### config.mk
export PLATFORM = sky130hd
export DESIGN_NAME = axi_reg_reader
export DESIGN_NICKNAME = d
export VERILOG_FILES = /design/src/rtl/axi_reg_pkg.sv /design/src/rtl/lane_masker.sv /design/src/rtl/axi_reg_reader.sv
export SDC_FILE = /design/constraint.sdc
export NUM_CORES = 1
export LEC_CHECK = 0
export BUFFER_PORTS_ARGS = -buffer_cell sky130_fd_sc_hd__buf_2
export CORE_ASPECT_RATIO = 1.2
export CORE_UTILIZATION = 44
export CTS_CLUSTER_DIAMETER = 100
export CTS_CLUSTER_SIZE = 25
export DETAILED_ROUTE_END_ITERATION = 8
export GPL_TIMING_DRIVEN = 0
export PLACE_DENSITY = 0.78
export SLEW_MARGIN = 20
export SYNTH_ARGS = -nofsm -noshare
export SYNTH_HDL_FRONTEND = slang
export SYNTH_SLANG_ARGS = --single-unit
export TNS_END_PERCENT = 30
### constraint.sdc
create_clock -name clk -period 1.8 [get_ports clk]
set_clock_uncertainty 0.1 [all_clocks]
set_input_delay 0.09 -clock clk [delete_from_list [all_inputs] [get_ports clk]]
set_output_delay 0.09 -clock clk [all_outputs]
set_load 0.05 [all_outputs]
### src/rtl/axi_reg_pkg.sv
// axi_reg_pkg: shared types and constants for the AXI register block read and write paths.
package axi_reg_pkg;
    localparam int DATA_W = 32;
    localparam int STRB_W = 4;
    typedef enum logic [1:0] {OKAY = 2'b00, SLVERR = 2'b10} resp_t;
    typedef enum logic [1:0] {IDLE, READ, RESP} rd_state_t;
endpackage

### src/rtl/lane_masker.sv
// lane_masker: byte-lane mask from a byte offset; lanes below the offset are cleared.
module lane_masker
    import axi_reg_pkg::*;
(
    input  logic [1:0]        i_offset,
    output logic [STRB_W-1:0] o_mask
);
    assign o_mask = {STRB_W{1'b1}} << i_offset;
endmodule

### src/rtl/axi_reg_reader.sv
// axi_reg_reader: AXI4-Lite read responder; one outstanding read, register file
// sampled once in READ and the masked response held until R is accepted.
module axi_reg_reader
    import axi_reg_pkg::*;
#(
    parameter int ADDR_W    = 8,
    parameter int NUM_REGS  = 16,
    parameter int REG_IDX_W = $clog2(NUM_REGS)
) (
    input  logic                 clk,
    input  logic                 rst_n,
    input  logic [ADDR_W-1:0]    araddr,
    input  logic                 arvalid,
    output logic                 arready,
    output logic [DATA_W-1:0]    rdata,
    output logic [1:0]           rresp,
    output logic                 rvalid,
    input  logic                 rready,
    output logic                 reg_re,
    output logic [REG_IDX_W-1:0] reg_raddr,
    input  logic [DATA_W-1:0]    reg_rdata
);
    rd_state_t           r_state;
    rd_state_t           w_next;
    logic [ADDR_W-1:0]   r_addr;
    logic [DATA_W-1:0]   r_rdata;
    resp_t               r_rresp;
    logic [ADDR_W-3:0]   w_idx;
    logic                w_err;
    logic [STRB_W-1:0]   w_strb;
    logic [DATA_W-1:0]   w_lane_mask;

    assign w_idx = r_addr[ADDR_W-1:2];
    // full-width compare so aliased high indices still report SLVERR
    assign w_err = 32'(w_idx) >= 32'(NUM_REGS);

    lane_masker u_lane_masker (
        .i_offset(r_addr[1:0]),
        .o_mask  (w_strb)
    );

    for (genvar b = 0; b < STRB_W; b++) begin : g_lane
        assign w_lane_mask[8*b +: 8] = {8{w_strb[b]}};
    end

    always_ff @(posedge clk or negedge rst_n) begin
        if (!rst_n) r_state <= IDLE;
        else        r_state <= w_next;
    end

    always_comb begin
        w_next = (r_state == IDLE) ? (arvalid ? READ : IDLE) :
                 (r_state == READ) ? RESP :
                 (rready ? IDLE : RESP);
    end

    always_comb begin
        arready   = rst_n && (r_state == IDLE);
        rvalid    = (r_state == RESP);
        reg_re    = (r_state == READ) && !w_err;
        reg_raddr = reg_re ? w_idx[REG_IDX_W-1:0] : '0;
    end

    always_ff @(posedge clk or negedge rst_n) begin
        if (!rst_n) begin
            r_addr  <= '0;
            r_rdata <= '0;
            r_rresp <= OKAY;
        end else begin
            if (r_state == IDLE && arvalid) r_addr <= araddr;
            if (r_state == READ) begin
                r_rdata <= w_err ? '0 : (reg_rdata & w_lane_mask);
                r_rresp <= w_err ? SLVERR : OKAY;
            end
        end
    end

    assign rdata = r_rdata;
    assign rresp = r_rresp;
endmodule

# After elaboration in Yosys (flattened, before gate mapping)
# Cells that the tools add are included.
# word_totals
romBits,0
latch_bits,0
mem_count,0
ramBits,0
input_bits,44
regBits,44
output_inout_bits,41
# op_classes
muxes,7
add_sub_neg,0
order_cmp,1
div,0
mul,0
n_bitwise,1
reduce_logical,5
eq_ne,2
shift,1
# ops
cell,count
bitwise AND 32 bit,1
two-way mux 32 bit,1
two-way mux 2 bit,4
">= comparator 6 x 5 -> 1 bit, second input constant",1
two-way mux 4 bit,1
"<< shifter 4 x 2 -> 4 bit, first input constant",1
logical AND 1 bit,3
"== test 2 x 1 -> 1 bit, second input constant",1
"== test 2 bit, second input constant",1
zero test 2 bit,1
zero test 1 bit,1
two-way mux 1 bit,1

# Logic depth before layout (Yosys ltp)
# logic_depth
word_depth,4
mapped_depth,4
mapped_depth_nobuf,2

# Modules after synthesis
# From an unflattened synthesis, not the netlist that was laid out.
# unflattened
hier_cells,116
area_unflattened_um2,1691.6
# modules_own_cells
mod,cells_each,n_inst,seq_area_each_um2,area_each_um2
axi_reg_reader,111,1,1076.0,1669.1
lane_masker,5,1,0.0,22.5

# Worst setup path before layout
# OpenSTA, ideal clock, no wires.
# synth_path
path_type,register to output
startpoint,register r_state[1]
endpoint,output reg_raddr[0]
slack_ps,27
arrival_time_ps,1583
path_stages_with_launch,5
n_path_buf,2
path_cell_list,dfrtp_1 > nor4b_2 > buf_4 > buf_4 > and2_1
# synth_between
elab_chain_cells,3
# synth_rtl
item,line,text
"start, declared",axi_reg_reader.sv:23,rd_state_t r_state;
"start signal, assigned",axi_reg_reader.sv:48,else r_state <= w_next;
== test 2 x 1 -> 1 bit,axi_reg_reader.sv:60,reg_re = (r_state == READ) && !w_err;
logical AND 1 bit,axi_reg_reader.sv:60,
net reg_re,axi_reg_reader.sv:19,"output logic reg_re,"
two-way mux 4 bit,axi_reg_reader.sv:61,reg_raddr = reg_re ? w_idx[REG_IDX_W-1:0] : '0;
"end, declared",axi_reg_reader.sv:20,"output logic [REG_IDX_W-1:0] reg_raddr,"
# The timed path passes the listed nets, and every way through them passes these cells.

# Worst setup path after layout
# layout_path
startpoint,register r_addr[6]
endpoint,output reg_raddr[2]
# layout_between
elab_chain_cells,4
# layout_rtl
item,line,text
"start, declared",axi_reg_reader.sv:25,logic [ADDR_W-1:0] r_addr;
"start signal, assigned",axi_reg_reader.sv:70,if (r_state == IDLE && arvalid) r_addr <= araddr;
>= comparator 6 x 5 -> 1 bit,axi_reg_reader.sv:35,assign w_err = 32'(w_idx) >= 32'(NUM_REGS);
zero test 1 bit,axi_reg_reader.sv:60,
logical AND 1 bit,axi_reg_reader.sv:60,
two-way mux 4 bit,axi_reg_reader.sv:61,
# No other way between the ends.

==> key figures <==
Run status
  • Status: complete, but fails checks
  • Failing checks: design-rule violations, negative hold slack

GRT
  • Vias in the first global route: 1619
  • Global-route wire length before repair: 7130 microns
  • Largest net degree at the start of global routing: 45
  • Initial antenna violation count: 0
  • Grt ovf: 0
  • Total Routing Usage GR: 24.6%

Yosys
  • Yosys warns: 0
  • Count of different cell masters after synthesis: 18
  • Syn Inst Count: 110
  • Mapped cell area: 1640 sq um
  • Avg Cell Area, Syn: 14.9 sq um
  • FF+latch count, synth: 43
  • Most frequent cell after synthesis: dfrtp_1
  • Syn nets: 154
  • Top cells by area in the synthesized netlist: dfrtp_1 66%, a32o_1 15%, mux2_2 5.5%
  • Async SR Flop Fraction: 100%
  • Sequential area share after synthesis: 65.7%
  • Post-synth top area share: 65.7%
  • Post-synth EDFFs: 0
  • Ys flop type: dfrtp_1
  • Top cells by count, synth: 43 x dfrtp_1, 24 x a32o_1, 8 x a22o_1, 8 x mux2_2
  • Yosys top cell by area: dfrtp_1

Floorplanning
  • Core area: 3450 sq um
  • I/O Pins: 85
  • Total die area: 3970 sq um
  • Die Span Y: 68.8 microns
  • DIE WIDTH: 57.7 microns
  • Rows: 23
  • Initial Util: 47.4%

Timing
  • Max Transition Viols Final: 0
  • Final setup fails: 0
  • F_max: 0.587 GHz
  • Final Hold Slack: -160 ps
  • Worst slew margin: 37.3%
  • Final Critical Period: 1700 ps
  • RSZ-0062 raised after global routing: false
  • Worst Tran Pin Value: 940 ps
  • Post-route setup TNS: 0 ps
  • Final Hold Vio Count: 43
  • Final period utilization: 94.7%

Routing
  • Antenna Nets Post-Route: 0
  • Routed len/inst: 16.0 microns
  • Total wire length: 4500 microns
  • Vias/cell: 5.33
  • DR vias: 1497
  • Drt initial violations: 88
  • First-pass DRT Iterations: 8
  • DR DRC count: 5

Layout
  • Nets: 288
  • Design Area, Final: 2650 sq um
  • Non-Filler Instances: 281
  • Antenna diode instance count: 0
  • Filler instances: 236
  • Layout cells sized above 1: 45.9%
  • Area grow syn2layout: 61.7%
  • Final core occ: 76.7%

Clocking
  • Clock Latency Late Sink: 280 ps
  • CTS Buf Count: 5
  • Clock tree from TritonCTS: done
  • # clock sinks: 43
  • Depth of the CTS H-tree: 2
  • Clock transition at path regs: 70 ps
  • CTS max path bufs: 2
  • Hold_buf cts: 41
  • CTS Root Cell: clkbuf_8

Worst setup path
  • Critical path class: reg -> out
  • Crit path largest cell delay: 390 ps
  • Worst setup EP type: output port
  • Worst Setup Start Kind: flop
  • CP max stage cell: dfrtp_1
  • Critical path buffer and inverter count: 2
  • CP Max Fanout: 9
  • Cell Chain, Critical Path: nor4b_2, buf_4, and2_1, buf_6
  • Family with the most delay on the worst path: simple AND/OR/NAND/NOR gates
  • CP arrival: 1510 ps
  • Critical Path RT: 1610 ps

Power
  • Clock Power Share: 13.4%
  • Sw Pwr: 2110 uW
  • Leakage power: 0.00138 uW
  • Logic pwr share: 51.4%
  • Sequential share of power: 35.2%
  • P_int: 2340 uW
  • Total Power: 4450 uW
  • Sw Ratio: 47.5%
  • Max VDD drop: 1.07 mV
  • Pwr dens: 1680 nW/um^2

Placed design
  • DP Area: 2100 sq um
  • DP Cell Count: 230
  • Routability cong.: 0.769
  • Dpl hpwl: 2890 microns
  • Number of port buffers: 83

Worst hold path
  • Worst Hold Class: in -> async

Job
  • Max Cap Viol: 0
[metrics by stage]
stage               worst slack, ps  hold WS [ps]
floorplan                      27.0          -306
global placement                119           157
detailed placement             50.0           176
CTS                            71.1          -131
global route                   3.17         -88.1
finish                         95.5          -160
[worst paths after layout]
path,start,end,slack (ps),depth (start not counted)
setup / recovery,r_addr[6]$_DFFE_PN0P_,reg_raddr[2],100,4
hold / removal,rst_n,rdata[2]$_DFFE_PN0N_,-160,1
setup reg to reg,r_state[1]$_DFF_PN0_,r_addr[4]$_DFFE_PN0P_,250,4
hold reg to reg,rdata[23]$_DFFE_PN0N_,rdata[23]$_DFFE_PN0N_,390,1
max in group asynchronous,rst_n,r_addr[0]$_DFFE_PN0P_,1170,1
min in group clk,arvalid,r_state[0]$_DFF_PN0_,160,3
[power groups by stage]
| stage | Sequential (uW) | Combinational, uW | Clock [uW] |
|---|---|---|---|
| finish | 1570 | 2290 | 595 |
| global route | 1610 | 2410 | 654 |
| CTS | 1560 | 2280 | 611 |
| detailed placement | 1590 | 2170 | 0 |
| global placement | 1560 | 2130 | 0 |
| floorplan | 2530 | 683 | 0 |
[what timing repair did]
action / in CTS / in global routing
resized for setup: 9 / 0
hold endpoints to repair: 84 / 43
pin swaps: 1 / 0
endpoints found under the setup margin: 5 / 3
setup buffers: 2 / 2
[flip-flops by register name, indices dropped and copies added, names as in the netlist]
| signal | flops |
|---|---|
| rdata | 32 |
| r_addr | 8 |
| rresp | 1 |
| r_state | 2 |
[layout make-up]
class                           instances  area (sq um)  share of cell area (%)
Clock buffer                            6          82.6                    3.12
Inverter                                2          7.51                   0.284
Buffer                                  9          55.1                    2.08
Timing Repair Buffer                  128           881                    33.3
Sequential cell                        43          1080                    40.6
Clock inverter                          1          5.00                   0.189
Multi-Input combinational cell         55           494                    18.7
Tap cell                               37          46.3                    1.75
[cells in the final DEF (no fill, tap or decap)]
cell            n
nor3b_1         1
mux2_2          8
dlygate4sd3_1  41
nor2_1          2
nor4b_2         1
buf_4           6
buf_6           5
clkinv_2        1
clkbuf_8        6
a32o_1         24
a22o_1          8
dfrtp_1        43
clkbuf_1        1
nor2b_1         1
nand2_1         1
and2_4          1
and2_1          4
inv_1           2
conb_1          1
buf_2          84
a21oi_1         2
nand2b_1        1
[worst reg2reg max path, stage by stage, from the launching register on]
cell and delay (ps):
dfrtp_1 400, buf_4 150, nor3b_1 190, buf_2 250, mux2_2 360
[cells by family (layout without fill, tap and decap cells)]
| group | count (synthesis) | after routing | synth area share, % |
|---|---|---|---|
| compound gates | 34 | 34 | 19.6 |
| mux | 8 | 8 | 5.50 |
| flops | 43 | 43 | 65.7 |
| simple gates | 12 | 12 | 4.74 |
| buf+inv | 12 | 146 | 4.28 |
| other cells | 1 | 1 | 0.229 |
[per-layer routing]
metal	track usage (%)	part of all wire (%)	vias up
li1	-	-	686
met1	25.4	36	727
met2	46.8	55	63
met3	3.92	4.2	21
met4	15.2	4.5	0
met5	0	0	-
(Power assumes the default switching activity.)
